File: src/rtl/hist_threshold_select.sv
// Captures one histogram readout into a local buffer. It then scans from the hottest bin down
// until the cumulative count reaches target_k, and reports that bin as the hot-page threshold.
module hist_threshold_select #(
  parameter int N_BINS     = 64,
  parameter int COUNT_BITS = 32,
  parameter int VALUE_BITS = 16,
  parameter int ACC_BITS   = 40,
  parameter int TIMEOUT    = 256
) (
  input  logic                  clk,
  input  logic                  rst,
  input  logic                  start_i,
  input  logic [COUNT_BITS-1:0] target_k_i,
  output logic                  rd_out_en_o,
  input  logic [COUNT_BITS-1:0] hist_data_i,
  input  logic                  hist_valid_i,
  output logic                  busy_o,
  output logic                  done_o,
  output logic                  found_o,
  output logic                  timeout_o,
  output logic [5:0]            thresh_bin_o,
  output logic [VALUE_BITS-1:0] thresh_value_o,
  output logic [ACC_BITS-1:0]   cum_count_o,
  output logic [ACC_BITS-1:0]   total_count_o
);
  localparam int IDX_W = 6;
  localparam int TO_W  = $clog2(TIMEOUT + 1);
  localparam logic [IDX_W-1:0] LAST_BIN = IDX_W'(N_BINS - 1);
  localparam logic [TO_W-1:0]  TO_LAST  = TO_W'(TIMEOUT - 1);

  typedef enum logic [2:0] {IDLE, REQ, CAPTURE, SCAN, DONE} state_t;

  state_t                  state_q, state_d;
  logic [COUNT_BITS-1:0]   bin_buf [N_BINS];
  logic [COUNT_BITS-1:0]   target_q;
  logic [IDX_W-1:0]        beat_idx_q, scan_idx_q, bin_q;
  logic [TO_W-1:0]         idle_cnt_q;
  logic [ACC_BITS-1:0]     cum_q, total_q, cum_next;
  logic                    found_q, timeout_q, hit;

  // Log-bucket lower bound: group g spans 8 bins of width 2^g starting at 8*(2^g-1).
  function automatic logic [VALUE_BITS-1:0] bin_to_value(input logic [5:0] bin);
    logic [31:0] base, off;
    base = ((32'd1 << bin[5:3]) - 32'd1) << 3;
    off  = 32'(bin[2:0]) << bin[5:3];
    return VALUE_BITS'(base + off);
  endfunction

  assign cum_next = cum_q + ACC_BITS'(bin_buf[scan_idx_q]);
  assign hit      = (cum_next >= ACC_BITS'(target_q));

  always_ff @(posedge clk) begin
    if (rst) state_q <= IDLE;
    else     state_q <= state_d;
  end

  always_comb begin
    state_d     = state_q;
    rd_out_en_o = 1'b0;
    busy_o      = (state_q != IDLE);
    done_o      = 1'b0;
    case (state_q)
      IDLE:    if (start_i) state_d = REQ;
      REQ: begin
        rd_out_en_o = 1'b1;
        state_d     = CAPTURE;
      end
      CAPTURE: begin
        if (hist_valid_i && beat_idx_q == LAST_BIN)       state_d = SCAN;
        else if (!hist_valid_i && idle_cnt_q == TO_LAST)  state_d = DONE;
      end
      SCAN:    if (hit || scan_idx_q == '0) state_d = DONE;
      DONE: begin
        done_o  = 1'b1;
        state_d = IDLE;
      end
      default: state_d = IDLE;
    endcase
  end

  // Bin storage carries no reset; contents are only read after a full capture.
  always_ff @(posedge clk) begin
    if (state_q == CAPTURE && hist_valid_i) bin_buf[beat_idx_q] <= hist_data_i;
  end

  always_ff @(posedge clk) begin
    if (rst) begin
      beat_idx_q <= '0;
      idle_cnt_q <= '0;
      scan_idx_q <= '0;
      cum_q      <= '0;
      total_q    <= '0;
      found_q    <= 1'b0;
      timeout_q  <= 1'b0;
      bin_q      <= '0;
    end else begin
      case (state_q)
        IDLE: if (start_i) begin
          target_q   <= target_k_i;
          beat_idx_q <= '0;
          idle_cnt_q <= '0;
          scan_idx_q <= LAST_BIN;
          cum_q      <= '0;
          total_q    <= '0;
          found_q    <= 1'b0;
          timeout_q  <= 1'b0;
          bin_q      <= '0;
        end
        CAPTURE: begin
          if (hist_valid_i) begin
            total_q    <= total_q + ACC_BITS'(hist_data_i);
            beat_idx_q <= beat_idx_q + IDX_W'(1);
            idle_cnt_q <= '0;
          end else begin
            idle_cnt_q <= idle_cnt_q + TO_W'(1);
            if (idle_cnt_q == TO_LAST) begin
              timeout_q <= 1'b1;
              found_q   <= 1'b0;
              bin_q     <= '0;
              cum_q     <= '0;
            end
          end
        end
        SCAN: begin
          cum_q      <= cum_next;
          scan_idx_q <= scan_idx_q - IDX_W'(1);
          if (hit) begin
            found_q <= 1'b1;
            bin_q   <= scan_idx_q;
          end else if (scan_idx_q == '0) begin
            bin_q   <= '0;
          end
        end
        default: ;
      endcase
    end
  end

  assign found_o        = found_q;
  assign timeout_o      = timeout_q;
  assign thresh_bin_o   = bin_q;
  assign thresh_value_o = bin_to_value(bin_q);
  assign cum_count_o    = cum_q;
  assign total_count_o  = total_q;
endmodule

File: config.mk
export PLATFORM = sky130hd
export DESIGN_NAME = hist_threshold_select
export DESIGN_NICKNAME = d
export VERILOG_FILES = /design/src/rtl/hist_threshold_select.sv
export SDC_FILE = /design/constraint.sdc
export NUM_CORES = 2
export LEC_CHECK = 0
export CAP_MARGIN = 20
export CORE_UTILIZATION = 54
export CTS_CLUSTER_SIZE = 12
export DETAILED_ROUTE_END_ITERATION = 10
export GPL_TIMING_DRIVEN = 0
export PLACE_DENSITY_LB_ADDON = 0.25
export SLEW_MARGIN = 10
export SYNTH_ARGS = -nofsm -noshare
export SYNTH_HDL_FRONTEND = slang
export SYNTH_SLANG_ARGS = --single-unit
File: constraint.sdc
create_clock -name clk -period 7.42 [get_ports clk]
set_input_delay 1.113 -clock clk [delete_from_list [all_inputs] [get_ports clk]]
set_output_delay 1.113 -clock clk [all_outputs]
set_load 0.005 [all_outputs]
## Word-level counts from Yosys, hierarchy flattened

Memory sizes are Yosys's and may differ from the RTL's. A register that Yosys moved wholly into a read port is not among the register bits.
Index checks and enable logic that the tools add are counted.

- Register bits: 144
- Word-level logic and storage cells: 94
- Output and inout port bits: 107
- RAM bits: 2,048
- Memories kept: 1
- Bits of input ports: 68

Memories:

| name | words | width | read ports | clocked after memory_dff | write ports | line | text |
|---|---|---|---|---|---|---|---|
| bin_buf | 64 | 32 | 1 | 1 | 1 | 34 | `logic [COUNT_BITS-1:0] bin_buf [N_BINS];` |

- $lt $le $gt $ge: 1
- Shifts and indexed selects: 2
- Reduce and logical (&&, ||, !) cells: 20
- Bitwise gates (word level): 1
- Multiplexer cells: 38
- Equality and inequality tests: 14
- $add $sub $neg: 7

Operators with widths:

| operator | number |
|---|---|
| $mux W40 | 4 |
| $pmux W40 S3 | 1 |
| $add A40 B32 Y40 | 2 |
| $pmux W40 S2 | 1 |
| $mux W6 | 9 |
| $ge A40 B32 Y1 | 1 |
| $pmux W6 S2 | 2 |
| $mux W9 | 2 |
| $pmux W6 S3 | 1 |
| $pmux W9 S2 | 1 |
| $add A16 B16 Y16 | 1 |
| $shl A3 B3 Y16 | 1 |
| $shl A1 B3 Y13 const A | 1 |
| $sub A13 B1 Y13 const B | 1 |
| $mux W3 | 4 |
| $ne A2 B2 Y1 const B | 6 |
| $pmux W3 S4 | 1 |
| $mux W1 | 10 |
| $reduce_and A5 Y1 | 2 |
| $add A9 B1 Y9 const B | 1 |
| $eq A9 B8 Y1 const B | 1 |
| $reduce_and A3 Y1 | 3 |
| $reduce_and A4 Y1 | 2 |
| $add A6 B1 Y6 const B | 1 |
| other kinds (17) | 24 |

## Logic depth before layout (Yosys ltp)

- Word-level depth: 5
- Gate-level depth with buffers: 29
- Gate-level depth less buffers: 25

## Worst setup path after synthesis

OpenSTA, ideal clock, no wires.

- Kind: flip-flop to flip-flop
- Start: reg with a tool-made name
- End: reg bin_q[0] (netlist: thresh_bin_o[0])
- Setup slack: -61 ps
- Data arrival time: 7,363 ps
- Cell stages (with the launch flop): 29
- Library setup time: 117 ps
- Buffers on the path: 4
- Required time: 7,303 ps
- Cells stage by stage: dfxtp_1 clkbuf_1 buf_1 buf_1 mux4_2 mux4_2 mux2_2 nand2_1 o21ai_0 ha_1 buf_6 nand2_1 o31ai_1 a211o_1 a31oi_1 o31a_1 o31ai_1 xor2_1 ha_1 a21oi_1 o21ai_0 a2111oi_0 and3_1 a31oi_1 a2111o_1 a2111o_1 nor4_4 a211oi_2 a32o_1

RTL lines:

| what | line | text |
|---|---|---|
| to (signal assigned) | 129 | `bin_q <= scan_idx_q;` |
| to (decl) | 36 | `logic [IDX_W-1:0] beat_idx_q, scan_idx_q, bin_q;` |

==> flow_metrics.py <==
metrics = {
    "run_status": {
        "outcome": "finished, violations left",
        "failed_checks": "negative setup slack",
    },
    "routing": {
        "ant_nets": 0,
        "routed_wl_mm": 244,
        "drtPass1Iterations": 8,
        "drc": 0,
        "wl_per_cell_um": 34.1,
        "num_vias": 47200,
        "via_per_inst": 6.61,
        "drt_iter0_markers": 6980,
    },
    "logic_synthesis": {
        "synth_seq_cells": 2198,
        "synth_cell_types": 80,
        "synth_edf_count": 2080,
        "synthArstFlopShare_pct": 0,
        "ys_seq_area_share_pct": 73.6,
        "ys.flop_type": "edfxtp_1",
        "yosysWarnings": 0,
        "avgSynthCellArea_um2": 20.7,
        "synth_area_um2": 88100,
        "syn_inst": 4251,
    },
    "timing": {
        "maxSlewHeadroom_pct": 28.1,
        "grt_setup_unrepaired": "true",
        "worst_pin_slew_ps": 1080,
        "setup_ws_ps": -18.8,
        "setup_tns_ps": -47.2,
        "finalCriticalPeriod_ps": 7440,
        "max_freq_ghz": 0.134,
        "finClkSkew_ps": 31.3,
        "slew_viol_final": 0,
        "min_period_over_period_pct": 100,
        "finalSetupViolations": 5,
        "hold_violations": 0,
    },
    "clocking": {
        "htree_levels": 4,
        "clk_latency_ps": 860,
        "cts_tree": "built",
        "clkTransAtPathRegs_ps": 60,
        "cts-buffers-inserted": 219,
        "cts.path.max_buffers": 3,
        "cts_sinks": 2198,
        "cts_root_buf": "clkbuf_16",
    },
    "setup_path": {
        "cpPeakStageDelay_ps": 610,
        "cp_top_family": "compound AO/OA/AOI/OAI gates",
        "crit_arrival_ps": 8190,
        "startpoint_type": "register",
        "critPathBufInv": 9,
        "cp_max_fo": 8,
        "crit_required_ps": 8170,
        "critPathMostFrequentCell": "buf_4",
        "crit_slowest_cell": "mux4_2",
        "cp_num_cells": 31,
        "cp-end-kind": "register",
        "reg2regPathDepth": 31,
        "critPathKind": "reg2reg",
    },
    "placed_design": {
        "hpwl_mm": 158,
        "placed_cell_area_um2": 95300,
        "dpl.cell_count": 6697,
        "place.gp.congestion": 0.910,
        "io_buffers": 169,
        "pre_cts_ws_ps": -3110,
    },
    "cells_and_area": {
        "final_cells": 7146,
        "layout.cells.most_common_list": "edfxtp_1, mux4_2, clkbuf_16",
        "syn2layout_area_growth_pct": 17.9,
        "nets": 5015,
        "mostFrequentLayoutCell": "edfxtp_1",
        "drive_gt1_share_pct": 29.3,
        "design_area_um2": 104000,
        "utilization_pct": 64.4,
    },
    "global_routing": {
        "grt_pass1_vias": 46400,
        "overflow": 0,
        "antenna_found_initial": 22,
        "grt_max_degree": 66,
        "grt_pass1_wl_mm": 341,
        "grt_usage_pct": 29.9,
    },
    "floorplanning": {
        "die_w_um": 406,
        "io_pins": 175,
        "fp-row-count": 147,
        "initial_core_util_pct": 54.6,
        "die_h_um": 406,
        "dieArea_um2": 165000,
        "core_um2": 161000,
    },
    "power": {
        "vdd.ir_drop.worst_uv": 272,
        "p_leak_nw": 32.9,
        "powerDensity_nw_per_um2": 306,
    },
    "hold_path": {
        "holdPathStages": 2,
        "hold_class": "reg2reg",
    },
    "job": {
        "maxCapViolCount": 0,
    },
}
[worst reg2reg max path, delay by kind of cell (launching register included)]
family,cells,cell delay (ps)
buffers and inverters,9,1450
flip-flops,1,490
XOR/XNOR,1,200
multiplexers,3,1700
AO/OA/AOI/OAI,14,2790
adder cells (fa/ha/maj),2,480
AND/OR/NAND/NOR,2,230
[final timing paths]
check	startpoint	endpoint	slack [ps]
worst max-delay path	register	thresh_bin_o[0]	-20
worst min register to register	idle_cnt_q[7]	idle_cnt_q[7]	480
worst min-delay path	idle_cnt_q[7]	idle_cnt_q[7]	480
worst max register to register	register	thresh_bin_o[0]	-20
[metal layers]
metal  track usage [%]  vias to the layer above  share of wire [%]  wire [um]
met5                 0                        -              0.051        124
met4              10.9                       20                3.9       9590
met3              6.96                      480                 11      27400
met2              47.0                     2956                 48     116000
met1              41.4                    24800                 37      91000
li1                  -                    18900                  -          -
[area by class of cell]
cell class,instances,area (um^2)
sequential,2198,64800
fill,10500,57500
multi-input combinational,1759,23100
clock buffer,299,5880
timing repair buffer,372,4780
tap,2160,2700
buffer,212,1570
clock inverter,66,691
inverter,74,278
antenna,6,15.0
[synthesized netlist by cell type (all sizes together) (10+ instances only)]
master	number	area, um^2
a211oi	19	153
a21o	33	248
a21oi	102	510
a22oi	60	450
a31oi	14	87.6
and2	10	65.1
and3	13	81.3
buf	74	318
clkbuf	150	563
dfxtp	118	2360
edfxtp	2080	62500
ha	108	1350
inv	73	274
mux2	11	124
mux2i	10	100
mux4	663	14900
nand2	97	364
nand3	40	200
nand4	23	144
nor2	227	852
nor2b	12	75.1
nor3	16	80.1
nor3b	10	75.1
o21ai	61	305
o21bai	11	82.6
or3	17	108
xnor2	44	385
xor2	23	201
[cell families (layout without fill, tap and decap cells)]
logic type | count (synthesis) | after routing | share of synthesized area, %
flops | 2198 | 2198 | 73.6
fa+ha+maj | 111 | 111 | 1.60
simple gates | 504 | 504 | 2.66
xor+xnor | 67 | 67 | 0.666
other cells | 1 | 11 | 0.00426
compound gates | 388 | 388 | 2.98
buf+inv | 298 | 1023 | 1.31
mux | 684 | 684 | 17.2
[stage by stage]
stage / hold slack (ps) / power [mW]
5_1_grt: 509 / 32.6
4_1_cts: 483 / 31.5
6_report: 482 / 31.7
2_1_floorplan: 454 / 18.1
3_3_place_gp: 454 / 20.7
3_5_place_dp: 470 / 20.8
[registers in the layout (all words and copies together) (netlist names), named ones only]
signal / cells
total_count_o: 40
state_q: 3
timeout_o: 1
cum_count_o: 40
target_q: 32
bin_buf: 2048
thresh_bin_o: 6
scan_idx_q: 6
idle_cnt_q: 9
found_o: 1
beat_idx_q: 6
[power by group]
part	internal, mW	switching (mW)	total, mW
clock network	5.76	4.61	10.4
logic	3.34	4.27	7.61
registers	13.7	0.0978	13.8
total	22.8	8.97	31.7
[what timing repair did]
item | 4_1_cts | 5_1_grt
setup buffers | 40 | 50
hold buffers | 0 | 0
gates resized for setup | 417 | 74
endpoints found under the setup margin | 15 | 10
cloned | 1 | 1
pin swaps | 41 | 31
Power figures use the tool's default switching activity.
